==> src/rtl/ros_freq_pkg.sv <==
// Shared types and helpers for the ring-oscillator frequency counter.
package ros_freq_pkg;

  typedef enum logic {
    IDLE = 1'b0,
    GATE = 1'b1
  } state_t;

  localparam int SYNC_STAGES = 2;

  // Window length in clk cycles: 2^(gate_log2 + 2*gate_sel).
  function automatic logic [31:0] gate_len(input int unsigned gate_log2,
                                           input logic [1:0]  gate_sel);
    return 32'd1 << (gate_log2 + {29'd0, gate_sel, 1'b0});
  endfunction

endpackage

==> src/rtl/ros_sync2.sv <==
// Two-flop synchronizer bringing the free-running RO output into the clk domain.
module ros_sync2
  import ros_freq_pkg::*;
(
  input  logic i_clk,
  input  logic i_rst_n,
  input  logic i_d,
  output logic o_q
);

  logic [SYNC_STAGES-1:0] r_sync;

  always_ff @(posedge i_clk or negedge i_rst_n) begin
    if (!i_rst_n) r_sync <= '0;
    else          r_sync <= {r_sync[SYNC_STAGES-2:0], i_d};
  end

  assign o_q = r_sync[SYNC_STAGES-1];

endmodule

==> src/rtl/ros_freq_counter.sv <==
// Counts RO rising edges over a 2^(GATE_LOG2+2*gate_sel) clk window and latches the count.
// Define ROS_FREQ_SAT_EN to saturate the edge counter and report sticky overflow on ovf.
module ros_freq_counter
  import ros_freq_pkg::*;
#(
  parameter int CNT_W     = 16,
  parameter int GATE_LOG2 = 10
) (
  input  logic             clk,
  input  logic             rst_n,
  input  logic             ena,
  input  logic             ro_in,
  input  logic             start,
  input  logic             cont,
  input  logic [1:0]       gate_sel,
  output logic             busy,
  output logic             valid,
  output logic [CNT_W-1:0] result,
  input  logic [1:0]       byte_sel,
  output logic [7:0]       byte_out,
  output logic             ovf
);

  localparam int GW = GATE_LOG2 + 6;

  state_t           r_state;
  state_t           w_state_nxt;
  logic             w_ro_s;
  logic             r_ro_prev;
  logic             r_rise;
  logic [GW-1:0]    r_gate_cnt;
  logic [GW-1:0]    w_gate_load;
  logic [CNT_W-1:0] r_edge_cnt;
  logic [CNT_W-1:0] w_edge_nxt;
  logic [CNT_W-1:0] r_result;
  logic             r_valid;
  logic             r_ovf;
  logic             w_hit;
  logic             w_term;
  logic             w_accept;
  logic [31:0]      w_len;
  logic [31:0]      w_res32;

  ros_sync2 u_sync (
    .i_clk   (clk),
    .i_rst_n (rst_n),
    .i_d     (ro_in),
    .o_q     (w_ro_s)
  );

  // Edge detector runs in every state; RO periods of 2 clk or less alias.
  always_ff @(posedge clk or negedge rst_n) begin
    if (!rst_n) begin
      r_ro_prev <= 1'b0;
      r_rise    <= 1'b0;
    end else begin
      r_ro_prev <= w_ro_s;
      r_rise    <= w_ro_s & ~r_ro_prev;
    end
  end

  assign w_len       = gate_len(GATE_LOG2, gate_sel);
  assign w_gate_load = GW'(w_len - 32'd1);
  assign w_term      = (r_state == GATE) && (r_gate_cnt == '0);
  assign w_accept    = (r_state == IDLE) && ena && start;

`ifdef ROS_FREQ_SAT_EN
  assign w_hit      = r_rise & (&r_edge_cnt);
  assign w_edge_nxt = w_hit ? r_edge_cnt : r_edge_cnt + CNT_W'(r_rise);
`else
  assign w_hit      = 1'b0;
  assign w_edge_nxt = r_edge_cnt + CNT_W'(r_rise);
`endif

  always_ff @(posedge clk or negedge rst_n) begin
    if (!rst_n) r_state <= IDLE;
    else        r_state <= w_state_nxt;
  end

  always_comb begin
    w_state_nxt = r_state;
    case (r_state)
      IDLE:    if (ena && start) w_state_nxt = GATE;
      GATE:    if (!ena || (w_term && !cont)) w_state_nxt = IDLE;
      default: w_state_nxt = IDLE;
    endcase
  end

  always_comb begin
    busy = (r_state == GATE);
  end

  // The terminal cycle's own rise goes into the result so back-to-back windows lose nothing.
  always_ff @(posedge clk or negedge rst_n) begin
    if (!rst_n) begin
      r_gate_cnt <= '0;
      r_edge_cnt <= '0;
      r_result   <= '0;
      r_valid    <= 1'b0;
      r_ovf      <= 1'b0;
    end else begin
      r_valid <= 1'b0;
      if (w_accept) begin
        r_gate_cnt <= w_gate_load;
        r_edge_cnt <= '0;
        r_ovf      <= 1'b0;
      end else if (r_state == GATE && ena) begin
        if (w_hit) r_ovf <= 1'b1;
        if (w_term) begin
          r_result <= w_edge_nxt;
          r_valid  <= 1'b1;
          if (cont) begin
            r_gate_cnt <= w_gate_load;
            r_edge_cnt <= '0;
          end
        end else begin
          r_gate_cnt <= r_gate_cnt - GW'(1);
          r_edge_cnt <= w_edge_nxt;
        end
      end
    end
  end

  assign valid    = r_valid;
  assign result   = r_result;
  assign ovf      = r_ovf;
  assign w_res32  = 32'(r_result);
  assign byte_out = w_res32[{byte_sel, 3'b000} +: 8];

endmodule

==> config.mk <==
export PLATFORM = sky130hd
export DESIGN_NAME = ros_freq_counter
export DESIGN_NICKNAME = d
export VERILOG_FILES = /design/src/rtl/ros_freq_pkg.sv /design/src/rtl/ros_sync2.sv /design/src/rtl/ros_freq_counter.sv
export SDC_FILE = /design/constraint.sdc
export NUM_CORES = 1
export LEC_CHECK = 0
export CORE_AREA = 8 8 72 106
export DETAILED_ROUTE_END_ITERATION = 8
export DIE_AREA = 0 0 80 114
export GPL_TIMING_DRIVEN = 0
export PLACE_DENSITY = 0.74
export SLEW_MARGIN = 20
export SYNTH_ARGS = -nofsm -noshare
export SYNTH_HDL_FRONTEND = slang
export SYNTH_SLANG_ARGS = --single-unit
==> constraint.sdc <==
create_clock -name clk -period 1.9 [get_ports clk]
set_input_delay 0.285 -clock clk [delete_from_list [all_inputs] [get_ports clk]]
set_output_delay 0.285 -clock clk [all_outputs]
set_load 0.05 [all_outputs]
# After elaboration in Yosys (flattened, before gate mapping)
# Cells that the tools add are included.
[totals] ff_bits=54 output_inout_bits=27 word_cells=46
[op_classes] n_addsub=4 n_eq_ne=1 shifts=2 n_mux=14 bitwise_logic=4 reduce_logical=13
[ops] op="$mux 16" count=8
[ops] op="$shiftx 32x6->8" count=1
[ops] op="$sub 16x1->16 const B" count=2
[ops] op="$add 16x1->16" count=1
[ops] op="$logic_not 16->1" count=1
[ops] op="$shl 1x5->16 const A" count=1
[ops] op="$logic_and 1x1->1" count=6
[ops] op="$add 4x3->5 const A" count=1
[ops] op="$mux 1" count=5
[ops] op="$ne 3x2->1 const B" count=1
[ops] op="$not 1->1" count=3
[ops] op="$reduce_and 3->1" count=1
[ops] op="$logic_not 1->1" count=2
[ops] op="$pmux 1 s2" count=1
[ops] op="$reduce_and 2->1" count=1
[ops] op="$reduce_bool 2->1" count=1
[ops] op="$and 1x1->1" count=1
[ops] op="$logic_or 1x1->1" count=1

# Longest topological paths before layout
# Gate-level depths: netlist (run 1).
[logic_depth] depth_word=7 depth_mapped=11

# Cells and area by module
# A second synthesis (run 1) with hierarchy kept.
[hier_totals] cells_unflattened=322 hier_area_um2=3037.9
[modules_own_cells] module="ros_freq_counter" instances=1 cells_per_inst=320 area_each_um2=2987.9
[modules_own_cells] module="ros_sync2" instances=1 cells_per_inst=2 area_each_um2=50.0

# Least setup slack after synthesis (run 1)
# Ideal clock, no wire load.
[synth_timing] kind="reg2reg" from="reg r_state, in the netlist busy" to="reg r_edge_cnt[11]" setup_time_ns=0.082 arrival_ns=1.901 required_ns=1.818 setup_slack_ns=-0.082 path_stages_with_launch=7 n_path_buf=2 period_less_slack_ns=1.982 path_cell_list="dfrtp_1 clkbuf_1 nand2_1 a21oi_1 buf_2 o21ai_0 a31oi_1"
[synth_via] elab_chain_len=5
[synth_lines] element="start, declared" line="ros_freq_counter.sv:26" source="state_t r_state;"
[synth_lines] element="start signal, assigned" line="ros_freq_counter.sv:77" source="else r_state <= w_state_nxt;"
[synth_lines] element="$not 1->1"
[synth_lines] element="$logic_and 1x1->1 (2 in a row)" line="ros_freq_counter.sv:65" source="assign w_accept = (r_state == IDLE) && ena && start;"
[synth_lines] element="$ne 3x2->1 (no source line) / $reduce_bool 2->1 (equally long branches)"
[synth_lines] element="$reduce_and 2->1 (no source line)"
[synth_lines] element="end signal, assigned" line="ros_freq_counter.sv:118" source="r_edge_cnt <= w_edge_nxt;"
[synth_lines] element="end, declared" line="ros_freq_counter.sv:33" source="logic [CNT_W-1:0] r_edge_cnt;"
# Parallel ways exist; a longest one is shown, timed or not. The select of a mux whose other input is x is not followed.
# A chain may end at the register's enable or synchronous reset.

# Worst setup path in the final report (run 1)
[layout_timing] from="reg r_gate_cnt[5]" to="reg r_gate_cnt[3]"
[layout_via] elab_chain_len=5
[layout_lines] element="start, declared" line="ros_freq_counter.sv:31" source="logic [GW-1:0] r_gate_cnt;"
[layout_lines] element="start signal, assigned" line="ros_freq_counter.sv:104" source="r_gate_cnt <= w_gate_load;"
[layout_lines] element="start signal, assigned" line="ros_freq_counter.sv:113" source="r_gate_cnt <= w_gate_load;"
[layout_lines] element="start signal, assigned" line="ros_freq_counter.sv:117" source="r_gate_cnt <= r_gate_cnt - GW'(1);"
[layout_lines] element="$logic_not 16->1 (*)" line="ros_freq_counter.sv:64" source="assign w_term = (r_state == GATE) && (r_gate_cnt == '0);"
[layout_lines] element="$logic_and 1x1->1 (*)" line="ros_freq_counter.sv:64"
[layout_lines] element="$mux 16" line="ros_freq_counter.sv:109" source="if (w_term) begin"
[layout_lines] element="$mux 16" line="ros_freq_counter.sv:107" source="end else if (r_state == GATE && ena) begin"
[layout_lines] element="$mux 16" line="ros_freq_counter.sv:103" source="if (w_accept) begin"
# Every way passes the cells marked *; elsewhere a longest branch is shown, timed or not. The select of a mux whose other input is x is not followed.

==> results of run 1 <==
==> what timing repair did <==
action | CTS | global route
setup buffers | 15 | 10
setup endpoints to repair | 58 | 49
pin swaps | 12 | 14
cloned | 2 | 3
gates resized for setup | 53 | 57
==> state kept, by name (all words and copies together), names as in the netlist <==
| register | count |
|---|---|
| valid | 1 |
| r_edge_cnt | 16 |
| result | 16 |
| u_sync.r_sync | 2 |
| r_rise | 1 |
| r_gate_cnt | 16 |
| busy | 1 |
| r_ro_prev | 1 |
==> Yosys cell counts (all sizes together), types with 2 or more instances <==
cell     count
o2bb2ai      5
o22ai        2
mux2i       15
o311ai       2
nand3       10
nor3         8
nand4        6
a31oi       17
mux2         2
clkbuf       7
nand2b       4
inv         14
dfrtp       54
a21oi       19
o41ai        2
and4         3
nor2b        2
nand2       35
a22oi        3
ha           5
and3         6
or3          2
nor4         2
a22o         2
xor2         5
o21ai       34
xnor2        9
nor2        24
conb         2
buf         11
==> final cells by class <==
cell class	instances	share of cell area
inverter	14	0.0145
clock buffer	5	0.0166
timing repair buffer	62	0.151
tap	74	0.0223
sequential	54	0.326
multi-input combinational	237	0.422
buffer	15	0.0362
clock inverter	3	0.0109
==> per-layer routing <==
layer	wire (um)	GRT usage	part of all wire
met1	3160	0.172	0.37
met2	4480	0.301	0.52
met3	502	0.0283	0.059
met4	418	0.0634	0.049
met5	0	0	0
==> power breakdown <==
part           total, W  internal, W  switching, W
sequential      0.00135      0.00124      0.000104
combinational  0.000603     0.000275      0.000328
clock          0.000791     0.000392      0.000399
==> worst max-delay path, stage by stage (launching register included) <==
cell and delay (ns):
dfrtp_2 0.41, or3_4 0.41, nor3_4 0.23, buf_6 0.14, a41o_1 0.17, buf_6 0.16, inv_8 0.07, buf_6 0.12
nand4_1 0.10, o311ai_1 0.14
==> cells by family after synthesis <==
logic type	after synthesis	share of synthesized area
multiplexers	17	0.0595
AND/OR/NAND/NOR	103	0.170
AO/OA/AOI/OAI	94	0.195
flip-flops	54	0.456
adder cells (fa/ha/maj)	5	0.0211
buffers and inverters	32	0.0549
XOR/XNOR	14	0.0414
other	2	0.00253
==> final timing paths <==
path                                       start                to  slack, ns  cells past startpoint
worst max-delay path               r_gate_cnt[5]     r_gate_cnt[3]      -0.18                      9
worst min-delay path                       rst_n     r_edge_cnt[1]      0.008                      1
worst max register to register     r_gate_cnt[5]     r_gate_cnt[3]      -0.18                      9
worst min register to register  u_sync.r_sync[0]  u_sync.r_sync[1]       0.36                      0
max in group asynchronous                  rst_n     r_gate_cnt[5]       1.42                      1
min in group clk                u_sync.r_sync[0]  u_sync.r_sync[1]       0.36                      0
==> metrics by stage <==
step / std cells / TNS (ns) / power, W / hold slack (ns)
floorplan: 322 / -0.397 / 0.00159 / -0.0106
global placement: 429 / -72.26 / 0.00171 / 0.335
detailed placement: 429 / -17.20 / 0.00172 / 0.338
CTS: 453 / -2.20 / 0.00260 / 0.0313
global route: 464 / -3.04 / 0.00285 / 0.0497
finish: 464 / -1.79 / 0.00274 / 0.00779
==> results by group, run 1 <==
Floorplan
  • Starting Density: 0.490
  • Std-Cell Rows: 35
  • Placeable Area: 6040 sq um
  • Die area: 9120 sq um
  • I/O Pins: 37
  • Die X: 80 um
  • Die H: 114 um

Route
  • Iter 0 DRT Violations: 177
  • DRC Markers: 0
  • Via count: 2826
  • Drt first pass iters: 4
  • Routed Antenna Nets: 0
  • Routed WL per cell: 18.5 um
  • Final wirelength: 8560 um
  • DR vias/cell: 6.09

Clock network
  • Hold_buf cts: 0
  • H-tree depth: 2
  • Root buffer cell: clkbuf_8
  • Longest Clk Path Bufs: 2
  • CTS tree: built
  • Clk sinks: 54
  • CTS clk-pin slew, worst paths: 0.10 ns
  • Num CTS Buffers: 5
  • Clock Latency Late Sink: 0.31 ns

Final layout
  • NumNets Final: 404
  • Reg area: 1350 sq um
  • Diode count: 0
  • Final instance area: 4150 sq um
  • Area Overhead vs Synth: 39.9%
  • Area of the multi-input gates: 1750 sq um
  • Layout Utilization: 0.686
  • Fillcell total: 456
  • Layout cells sized above 1: 0.259
  • Most frequent cells in the layout: 52 x dfrtp_1, 35 x nand2_1, 24 x clkdlybuf4s50_1
  • Most common cell after layout, fill and taps aside: dfrtp_1

Logic synthesis
  • Avg Cell Area, Syn: 9.23 sq um
  • Post-synth top area cell: dfrtp_1
  • Synth async-reset ratio: 1.00
  • Main synth FF type: dfrtp_1
  • Syn Inst Count: 321
  • Synthesis Warnings: 0
  • Top-area cell type share of the netlist area: 0.456
  • Synthesized area: 2960 sq um
  • Post-synthesis cell type count: 49
  • #FFs+latches synth: 54
  • Synth area leaders: dfrtp_1 46%, o21ai_0 5.6%, mux2i_1 5.1%, nand2_1 4.4%, a31oi_1 3.4%
  • Sequential fraction of the synthesis area: 0.456
  • EDFF count, synth: 0

STA
  • Final setup viols: 25
  • Final clock skew: 0.00380 ns
  • Post-route minimum period: 2.08 ns
  • F_max: 480 MHz
  • Worst-margin pin slew: 0.670 ns
  • Worst setup margin: -0.185 ns
  • Final Hold Violating Endpoints: 0
  • Pins Over Slew Limit: 0
  • Unrepaired setup endpoints after global routing: yes
  • Relative slew slack: 0.553
  • Crit share post-route: 1.10

Global route
  • Total global-route track usage: 0.162
  • Vias in the first global route: 2571
  • Largest net degree at the start of global routing: 55
  • First-pass GRT wire length: 12000 um
  • GRT overflow: 0
  • Antenna violations before repair: 0

Pwr
  • PwrDens: 661 nW/um^2
  • Leakage power: 1.78 nW
  • Peak supply drop: 0.528 mV

Place
  • DP Wirelength: 5100 um
  • PortBufs: 33
  • Post-placement cell area: 3390 sq um
  • Setup Slack @ Placement: -0.624 ns
  • RePlAce Congestion: 0.857

Setup path
  • Crit end category: register
  • Crit Path Category: register to register
  • Arrival @ worst endpoint: 2.26 ns
  • Critical Path Start Type: register
  • Critical Path RT: 2.07 ns
  • Critical Path Fanout Max: 8

Hold path
  • Hold crit path type: input pin to asynchronous set/reset pin

Run status
  • Failing checks: setup timing
  • Status: finished with violations

Flow run
  • # Max-Cap Violations: 0
(Power assumes the default switching activity.)
==> run 2, diff against run 1 <==
ABC_CLOCK_PERIOD_IN_PS = 1900   (was default)
GPL_ROUTABILITY_DRIVEN = 0   (was default)
==> results of run 2 <==
The final DEF is identical to that of run 1; final timing and power are the same.
==> run 3, diff against run 2 <==
SETUP_SLACK_MARGIN = 0.4   (was default)
==> results by group, run 3 (synthesis gave the netlist of run 1 again) <==
STA
  • Worst setup margin: -0.138 ns
  • Final Hold Violating Endpoints: 0
  • Post-route minimum period: 2.04 ns
  • Crit share post-route: 1.07
  • Relative slew slack: 0.549
  • Final clock skew: 0.0109 ns
  • Worst-margin pin slew: 0.676 ns
  • Hold WS: 0.00443 ns
  • Unrepaired setup endpoints after global routing: yes
  • F_max: 491 MHz
  • Final setup viols: 45
  • Pins Over Slew Limit: 0

Route
  • Routed Antenna Nets: 0
  • Iter 0 DRT Violations: 211
  • DRC Markers: 0
  • Via count: 2794
  • Final wirelength: 8800 um
  • Routed WL per cell: 18.7 um
  • DR vias/cell: 5.92
  • Drt first pass iters: 4

Setup path
  • Critical Path Fanout Max: 9
  • R2R setup slack: -0.14 ns
  • CP most frequent cell: buf_6
  • Reg-to-Reg Start: r_gate_cnt[5]
  • Arrival @ worst endpoint: 2.22 ns
  • Crit end category: register
  • Crit. Startpoint: r_gate_cnt[5]
  • Worst Path Buf+Inv: 3
  • Critical path's largest stage delay: 0.41 ns
  • Critical Path Start Type: register
  • CP cell instances: or3_4 -> nor3_4 -> buf_6 -> a31oi_4 -> buf_12 -> buf_6 -> nand4_1 -> o311ai_2
  • Worst r2r path cells: 8
  • Slowest stage cell, crit path: dfrtp_2
  • Worst path depth: 8
  • R2R Path End: r_gate_cnt[3]
  • Crit Path Category: register to register
  • Critical Path RT: 2.08 ns
  • Top delay family on crit path: simple AND/OR/NAND/NOR gates

Pwr
  • Peak supply drop: 0.823 mV
  • Leakage power: 1.77 nW
  • Power Total: 0.00272 W
  • PwrDens: 631 nW/um^2

Global route
  • Total global-route track usage: 0.182
  • GRT overflow: 0
  • First-pass GRT wire length: 13300 um
  • Antenna violations before repair: 0
  • Largest net degree at the start of global routing: 55
  • Vias in the first global route: 2756

Clock network
  • H-tree depth: 2
  • Root buffer cell: clkbuf_8
  • Longest Clk Path Bufs: 2
  • CTS tree: built
  • Clk sinks: 54
  • Num CTS Buffers: 5
  • Clock Latency Late Sink: 0.31 ns
  • CTS clk-pin slew, worst paths: 0.10 ns

Flow run
  • # Max-Cap Violations: 0

Final layout
  • Diode count: 0
  • Most frequent cells in the layout: 51 x dfrtp_1, 30 x buf_4, 23 x nand2_1
  • Fillcell total: 432
  • Area Overhead vs Synth: 45.7%
  • Layout cells sized above 1: 0.407
  • NumNets Final: 412
  • Most common cell after layout, fill and taps aside: dfrtp_1

Floorplan
  • Placeable Area: 6040 sq um
  • Die H: 114 um
  • I/O Pins: 37
  • Starting Density: 0.490
  • Std-Cell Rows: 35
  • Die X: 80 um
  • Die area: 9120 sq um

Run status
  • Status: finished with violations
  • Failing checks: setup timing

Place
  • DP Wirelength: 5300 um
  • PortBufs: 33

Hold path
  • Hold crit path type: input pin to asynchronous set/reset pin
## run 3: cell count changes in the layout (fill, tap and decap cells not counted), sizes merged, moves of 4 or more
cell | previous run | this run
clkdlybuf4s50 | 24 | 6
clkdlybuf4s15 | 0 | 16
dlygate4sd2 | 8 | 1
buf | 40 | 55
clkbuf | 9 | 13
## run 3: where the power goes
part / switching, W / internal, W
combinational: 0.000337 / 0.000264
clock: 0.000383 / 0.000394
sequential: 0.000104 / 0.00124
## run 3: routing by layer
layer,global-route usage,routed length [um]
met1,0.186,3100
met4,0.0963,357
met5,0,0
met3,0.0283,464
met2,0.336,4880
## run 3: worst max-delay path by stage
stage / slack, ns / endpoint
final: -0.14 / r_gate_cnt[3]
after global routing: -0.20 / r_edge_cnt[6]
after CTS: -0.06 / result[1]
after detailed placement: -0.50 / r_edge_cnt[11]
after global placement: -1.28 / busy
after floorplan: -0.005 / r_gate_cnt[2]
## run 3: layout make-up
cell class	count	area (sq um)	area share
Inverter	14	65.1	0.0151
Clock inverter	2	37.5	0.00870
Tap cell	74	92.6	0.0214
Timing Repair Buffer	68	707	0.164
Buffer	18	163	0.0377
Multi-Input combinational cell	236	1820	0.423
Clock buffer	6	72.6	0.0168
Sequential cell	54	1360	0.314
## run 3: worst reg2reg max path, stage by stage, from the launching register on
cell and delay (ns):
dfrtp_2 0.41, or3_4 0.41, nor3_4 0.30, buf_6 0.16
a31oi_4 0.08, buf_12 0.17, buf_6 0.12, nand4_1 0.12
o311ai_2 0.13
## run 3: per-stage QoR
| stage | setup TNS (ns) | instances | setup slack [ns] | instance area (sq um) | util |
|---|---|---|---|---|---|
| 2_1_floorplan | -0.0101 | 322 | -0.00523 | 3060 | - |
| 3_3_place_gp | -70.59 | 429 | -1.28 | 3480 | 0.576 |
| 3_5_place_dp | -13.89 | 429 | -0.502 | 3480 | 0.576 |
| 4_1_cts | -1.23 | 462 | -0.0588 | 4030 | 0.667 |
| 5_1_grt | -6.49 | 472 | -0.202 | 4320 | 0.714 |
| 6_report | -2.94 | 472 | -0.138 | 4320 | 0.714 |
## run 3: what timing repair did
| item | CTS | global route |
|---|---|---|
| setup buffers | 22 | 10 |
| hold buffers | 0 | 0 |
| pin swaps | 16 | 15 |
| cloned | 3 | 0 |
| setup endpoints to repair | 76 | 59 |
| resized for setup | 164 | 66 |
